## config.mk

```make
export PLATFORM = sky130hd
export DESIGN_NAME = multicycle_controller
export DESIGN_NICKNAME = d
export VERILOG_FILES = /design/src/rtl/multicycle_controller.sv
export SDC_FILE = /design/constraint.sdc
export NUM_CORES = 1
export LEC_CHECK = 0
export ABC_AREA = 1
export BUFFER_PORTS_ARGS = -buffer_cell sky130_fd_sc_hd__buf_2
export CAP_MARGIN = 30
export CELL_PAD_IN_SITES_DETAIL_PLACEMENT = 0
export CELL_PAD_IN_SITES_GLOBAL_PLACEMENT = 1
export CORE_ASPECT_RATIO = 0.7
export CORE_MARGIN = 1.5
export CORE_UTILIZATION = 36
export CTS_BUF_LIST = sky130_fd_sc_hd__clkbuf_8
export DETAILED_ROUTE_END_ITERATION = 8
export GPL_TIMING_DRIVEN = 0
export PLACE_DENSITY_LB_ADDON = 0.1
export SLEW_MARGIN = 10
export SYNTH_ARGS = -nofsm -noshare
export SYNTH_HDL_FRONTEND = slang
export SYNTH_SLANG_ARGS = --single-unit
```

## constraint.sdc

```tcl
create_clock -name clk -period 2.49 [get_ports clk]
set_input_delay 0.498 -clock clk [delete_from_list [all_inputs] [get_ports clk]]
set_output_delay 0.498 -clock clk [all_outputs]
set_load 0.005 [all_outputs]
```

## src/rtl/multicycle_controller.sv

```systemverilog
// Multicycle CPU control FSM: sequences fetch/decode/execute/memory/writeback
// and drives datapath strobes combinationally from the current state and opcode.
module multicycle_controller (
  input  logic       clk,
  input  logic       rst,
  input  logic       run,
  input  logic [7:0] instruction,
  input  logic       alu_zero,
  input  logic       mem_ready,
  output logic       pc_wren,
  output logic [1:0] pc_src,
  output logic       ir_wren,
  output logic       reg_file_wren,
  output logic [1:0] wb_sel,
  output logic [1:0] alu_src,
  output logic [2:0] alu_control,
  output logic       data_mem_rden,
  output logic       data_mem_wren,
  output logic       instr_done,
  output logic       mem_err,
  output logic [2:0] state
);

  localparam int unsigned WAIT_W = 8;

  localparam logic [3:0] OP_MOVE = 4'h0;
  localparam logic [3:0] OP_ADD  = 4'h1;
  localparam logic [3:0] OP_AND  = 4'h2;
  localparam logic [3:0] OP_NOT  = 4'h3;
  localparam logic [3:0] OP_NOR  = 4'h4;
  localparam logic [3:0] OP_SLT  = 4'h5;
  localparam logic [3:0] OP_SLL  = 4'h6;
  localparam logic [3:0] OP_SRL  = 4'h7;
  localparam logic [3:0] OP_J    = 4'h8;
  localparam logic [3:0] OP_JAL  = 4'h9;
  localparam logic [3:0] OP_LW   = 4'hA;
  localparam logic [3:0] OP_SW   = 4'hB;
  localparam logic [3:0] OP_BEQ  = 4'hC;
  localparam logic [3:0] OP_BNE  = 4'hD;
  localparam logic [3:0] OP_ADDI = 4'hE;
  localparam logic [3:0] OP_LI   = 4'hF;

  typedef enum logic [2:0] {
    S_IDLE      = 3'd0,
    S_FETCH     = 3'd1,
    S_DECODE    = 3'd2,
    S_EXECUTE   = 3'd3,
    S_MEMORY    = 3'd4,
    S_WRITEBACK = 3'd5
  } state_t;

  state_t              cur, nxt;
  logic [WAIT_W-1:0]   wait_cnt;
  logic                timeout_c;
  logic                end_c;
  logic [3:0]          opcode;
  logic                is_lw;
  logic                instr_unused;

  assign opcode       = instruction[7:4];
  assign is_lw        = (opcode == OP_LW);
  assign instr_unused = ^instruction[3:0];
  assign state        = cur;

  // State, memory wait counter and sticky timeout flag
  always_ff @(posedge clk) begin
    if (rst) begin
      cur      <= S_IDLE;
      wait_cnt <= '0;
      mem_err  <= 1'b0;
    end else begin
      cur <= nxt;
      if (cur != S_MEMORY)
        wait_cnt <= '0;
      else if (!mem_ready)
        wait_cnt <= wait_cnt + WAIT_W'(1);
      if (timeout_c)
        mem_err <= 1'b1;
    end
  end

  // Next-state and strobe decode
  always_comb begin
    nxt           = cur;
    pc_wren       = 1'b0;
    pc_src        = 2'b00;
    ir_wren       = 1'b0;
    reg_file_wren = 1'b0;
    wb_sel        = 2'b00;
    alu_src       = 2'b00;
    alu_control   = 3'b000;
    data_mem_rden = 1'b0;
    data_mem_wren = 1'b0;
    instr_done    = 1'b0;
    timeout_c     = 1'b0;
    end_c         = 1'b0;

    case (cur)
      S_IDLE: if (run) nxt = S_FETCH;
      S_FETCH: begin
        ir_wren = 1'b1;
        pc_wren = 1'b1;
        nxt     = S_DECODE;
      end
      S_DECODE: nxt = S_EXECUTE;
      S_EXECUTE: begin
        case (opcode)
          OP_MOVE: begin alu_src = 2'b10; nxt = S_WRITEBACK; end
          OP_ADD:  nxt = S_WRITEBACK;
          OP_AND:  begin alu_control = 3'b001; nxt = S_WRITEBACK; end
          OP_NOT:  begin alu_control = 3'b010; nxt = S_WRITEBACK; end
          OP_NOR:  begin alu_control = 3'b011; nxt = S_WRITEBACK; end
          OP_SLT:  begin alu_control = 3'b101; nxt = S_WRITEBACK; end
          OP_SLL:  begin alu_control = 3'b110; alu_src = 2'b01; nxt = S_WRITEBACK; end
          OP_SRL:  begin alu_control = 3'b111; alu_src = 2'b01; nxt = S_WRITEBACK; end
          OP_ADDI, OP_LI: begin alu_src = 2'b01; nxt = S_WRITEBACK; end
          OP_LW, OP_SW:   begin alu_src = 2'b01; nxt = S_MEMORY; end
          OP_BEQ, OP_BNE: begin
            alu_control = 3'b100;
            pc_src      = 2'b01;
            pc_wren     = (opcode == OP_BEQ) ? alu_zero : ~alu_zero;
            end_c       = 1'b1;
          end
          OP_J: begin
            pc_wren = 1'b1;
            pc_src  = 2'b10;
            end_c   = 1'b1;
          end
          OP_JAL: begin
            pc_wren       = 1'b1;
            pc_src        = 2'b10;
            reg_file_wren = 1'b1;
            wb_sel        = 2'b11;
            end_c         = 1'b1;
          end
        endcase
      end
      S_MEMORY: begin
        if (mem_ready) begin
          data_mem_rden = is_lw;
          data_mem_wren = ~is_lw;
          if (is_lw) nxt = S_WRITEBACK;
          else       end_c = 1'b1;
        end else if (wait_cnt == {WAIT_W{1'b1}}) begin
          // Memory never answered: abandon the access without completing it
          timeout_c = 1'b1;
          nxt       = S_IDLE;
        end else begin
          data_mem_rden = is_lw;
          data_mem_wren = ~is_lw;
        end
      end
      S_WRITEBACK: begin
        reg_file_wren = 1'b1;
        if (is_lw)                wb_sel = 2'b01;
        else if (opcode == OP_LI) wb_sel = 2'b10;
        end_c = 1'b1;
      end
      default: nxt = S_IDLE;
    endcase

    if (end_c) begin
      instr_done = 1'b1;
      nxt        = run ? S_FETCH : S_IDLE;
    end
  end

endmodule

```

# Yosys cells after proc, flatten, opt, wreduce, memory -nomap -nowiden
# Cells that the tools add are included.
# classes
add_sub_neg,1
n_eq_ne,27
muxes,38
bitwise,2
reduce_logical,10
# ops
op,n
"4-bit == test, second input constant",8
3-bit case mux with 7 select lines,1
3-bit 2-to-1 mux,6
3-bit case mux with 6 select lines,1
1-bit 2-to-1 mux,17
"4-bit by 3-bit == test with 1-bit output, second input constant",4
2-bit case mux with 2 select lines,3
2-bit 2-to-1 mux,5
10-bit OR reduction,1
"8-bit by 1-bit adder with 8-bit output, second input constant",1
"4-bit by 2-bit == test with 1-bit output, second input constant",2
"8-bit == test, second input constant",1
"4-bit != test, second input constant",2
2-bit OR reduction,4
"3-bit by 2-bit == test with 1-bit output, second input constant",2
"3-bit == test, second input constant",2
"3-bit != test, second input constant",2
1-bit case mux with 2 select lines,3
3-bit case mux with 2 select lines,1
6-bit OR reduction,1
5-bit AND reduction,1
"4-bit by 1-bit == test with 1-bit output, second input constant",1
4-bit zero test,1
"4-bit by 3-bit != test with 1-bit output, second input constant",1
6 further kinds,7
# totals
reg_bits,12
input_bits,13
output_inout_bits,19
wordCells,81

# Depth between registers and ports, before layout
# logic_depth
depth_word,6
ltp_mapped,8
ltp_nobuf,8

# Worst setup path before layout
# Ideal clock, no wire load.
# synth_timing
path_type,flip-flop to output port
from,register wait_cnt[0]
to,output data_mem_rden
arrival_ns,1.134
t_required_ns,1.992
path_slack_ns,0.858
path_stages_with_launch,8
n_path_buf,0
cell_sequence,dfxtp_1 ha_1 nand2_1 nor2_1 nand4_1 or2_1 nand3_1 nor2_1
# synth_via
elab_chain_len,4
# synth_lines
element,line_no,rtl
"start, declared",53,logic [WAIT_W-1:0] wait_cnt;
"start signal, assigned",76,wait_cnt <= wait_cnt + WAIT_W'(1);
8-bit == test,144,end else if (wait_cnt == {WAIT_W{1'b1}}) begin
1-bit 2-to-1 mux,144,
1-bit 2-to-1 mux,139,if (mem_ready) begin
1-bit 2-to-1 mux,98,case (cur)
"end, declared",17,"output logic data_mem_rden,"
# Every way passes these cells.

# Worst setup path in the final report
# layout_timing
from,register wait_cnt[0]
to,output data_mem_wren
# layout_via
elab_chain_len,4
# layout_lines
element,line_no,rtl
8-bit == test,144,
1-bit 2-to-1 mux,144,
1-bit 2-to-1 mux,139,
1-bit 2-to-1 mux,98,
"end, declared",18,"output logic data_mem_wren,"
# Every way passes these cells.

==> metrics.cfg <==
[outcome]
status=finished clean

[floorplan]
core.rowCount=14
die-area_sq_mm=0.00268
pin_count=32
die_w_um=61.2
start_util=0.390
core_sq_mm=0.00219
die_y_um=43.7

[sta]
worstMarginPinSlew_ns=0.262
whs_ns=0.468
fmax_mhz=464
clock_skew_ns=0.00371
finalCritPeriodShare=0.865
rsz0062_at_grt=no
hold_violations=0
report.final.slew_viol_count=0
finalSetupViolCount=0
period_minus_slack_ns=2.15
tns_ns=0
max-slew-margin-rel=0.825

[cts]
clk_pin_slew_worst_paths_ns=0.05
ctsRootBufferMaster=clkbuf_8
clockBufferDepth=2
cts_tree=built
clk_latency_ns=0.24
cts_made_buffers=3
cts_setup_buffers=0
holdBufCountCts=0
htreeDepth=1
cts_resized=0
cts.sinks=12

[detailed_routing]
dr.pass1.iters=4
drc=0
detail_route.wl_per_cell_um=10.0
drtIter0Drc=28
routed_wl_mm=1.99
viasPerCell=4.62
drtAntennaViolNets=0
dr_total_vias=914

[yosys]
synth_seq_cells=12
ys_types=23
yosysWarnings=0
synth-edff-count=0
syn_inst=136
ys_async_sr_fraction=0
synth_area_sq_um=853
yosysSeqAreaShare=0.282
synth_top_flop_cell=dfxtp_1
postSynthAreaPerCell_sq_um=6.27
syn_nets=150

[placed_design]
placement.io_buffers=26
gp_congestion=0.790
dp_hpwl_mm=1.60

[critical_path]
crit_family=simple AND/OR/NAND/NOR gates
crit_path_end_kind=output port
start_kind=flip-flop
r2r_cells=6
slowest_delay_ns=0.35
critPathMaxFanout=3
critical_path_buf_inv_count=1
cp.arrival_ns=1.66
rrSetupSlack_ns=1.21
cpMostUsedCell=nor2_1
worstPathRequired_ns=1.99
cp_slowest_cell=dfxtp_1
r2r_start=wait_cnt[0]$_SDFFE_PP0N_
worstPathCellList=ha_1 > nand2_1 > nor2_1 > nand4_1 > or2_1 > nand3_1 > nor2_1 > buf_2
r2r-end=mem_err$_SDFFE_PP0P_
setup.worst_path.class=flip-flop to output port

[final_layout]
nets=181
layout_commonest_cell=nand2_1
drive_gt1_frac=0.301
n_antenna_cell=0
synthToLayoutAreaGrowth_pct=26.4
most-common-layout-cells=nand2_1, buf_2, nor2_1, inv_1, a21oi_1

[hold_path]
hp-start=mem_err$_SDFFE_PP0P_
hold_class=flip-flop to flip-flop
hold_end=mem_err$_SDFFE_PP0P_
worstHoldPathCells=2

[power]
power_density_mw_per_mm2=523
ir_worst_vdd_mv=0.211
p_leak_nw=0.522

[run]
maxCapViolCount=0

[global_route]
antenna_found_initial=0
grt_overflow=0
grt_pass1_vias=778
track_usage=0.176
grt_pass1_wl_mm=3.55
grt_max_degree=9

-- cells by family after synthesis --
group	Yosys count	share of synthesized area
AO/OA/AOI/OAI	20	0.128
XOR/XNOR	1	0.0103
adder cells (fa/ha/maj)	1	0.0147
buffers and inverters	20	0.0968
flip-flops	12	0.282
AND/OR/NAND/NOR	82	0.469
-- where the power goes --
part	total, mW	switching (mW)	internal, mW
combinational	0.138	0.0831	0.0553
clock	0.211	0.0717	0.140
sequential	0.214	0.0127	0.201
total	0.564	0.168	0.396
-- cells in the mapped netlist (3+ instances only) --
cell,count,share of area
a21oi_1,13,0.076
dfxtp_1,12,0.28
inv_1,15,0.066
inv_2,3,0.013
nand2_1,27,0.12
nand3_1,10,0.059
nand3_2,4,0.047
nor2_1,21,0.092
nor2_2,7,0.051
nor3_1,4,0.023
-- per-layer routing --
metal / routed length (um) / up-vias / track usage
met4: 0 / 0 / 0.0261
met3: 107 / 0 / 0.0567
met1: 1210 / 391 / 0.293
li1: - / 504 / -
met2: 670 / 19 / 0.217
met5: 0 / - / 0
-- how the worst max path moves through the flow --
stage,cells after the start,start,slack (ns),to
after floorplan,7,wait_cnt[0]$_SDFFE_PP0N_,0.86,data_mem_rden
after global placement,8,wait_cnt[0]$_SDFFE_PP0N_,0.59,data_mem_wren
after detailed placement,8,wait_cnt[0]$_SDFFE_PP0N_,0.60,data_mem_wren
after CTS,8,wait_cnt[0]$_SDFFE_PP0N_,0.33,data_mem_wren
after global routing,8,wait_cnt[0]$_SDFFE_PP0N_,0.18,data_mem_wren
final,8,wait_cnt[0]$_SDFFE_PP0N_,0.34,data_mem_wren
-- tightest hold or removal path, stage by stage, from the launching register on --
cell     delay (ns)
dfxtp_1        0.30
inv_1          0.05
o22ai_1        0.07
-- cell type report --
class / instances / area (sq um)
inverters: 18 / 67.6
well taps: 32 / 40.0
clock buffers: 4 / 55.1
plain buffers: 2 / 15.0
flip-flops and latches: 12 / 240
multi-input cells: 104 / 531
repair buffers: 26 / 130
fillers: 247 / 1110
-- flip-flops by register name, indices dropped and copies added (netlist names) --
signal	count
mem_err	1
state	3
wait_cnt	8
-- through the flow --
step	instances	worst slack, ns	instance area (sq um)	utilization	total power, mW
after detailed placement	194	0.599	1020	0.467	0.356
after floorplan	136	0.858	853	-	0.309
after global routing	198	0.179	1080	0.493	0.601
after global placement	194	0.592	1020	0.467	0.355
after CTS	198	0.328	1080	0.493	0.572
final	198	0.337	1080	0.493	0.564
(Power assumes the default switching activity.)
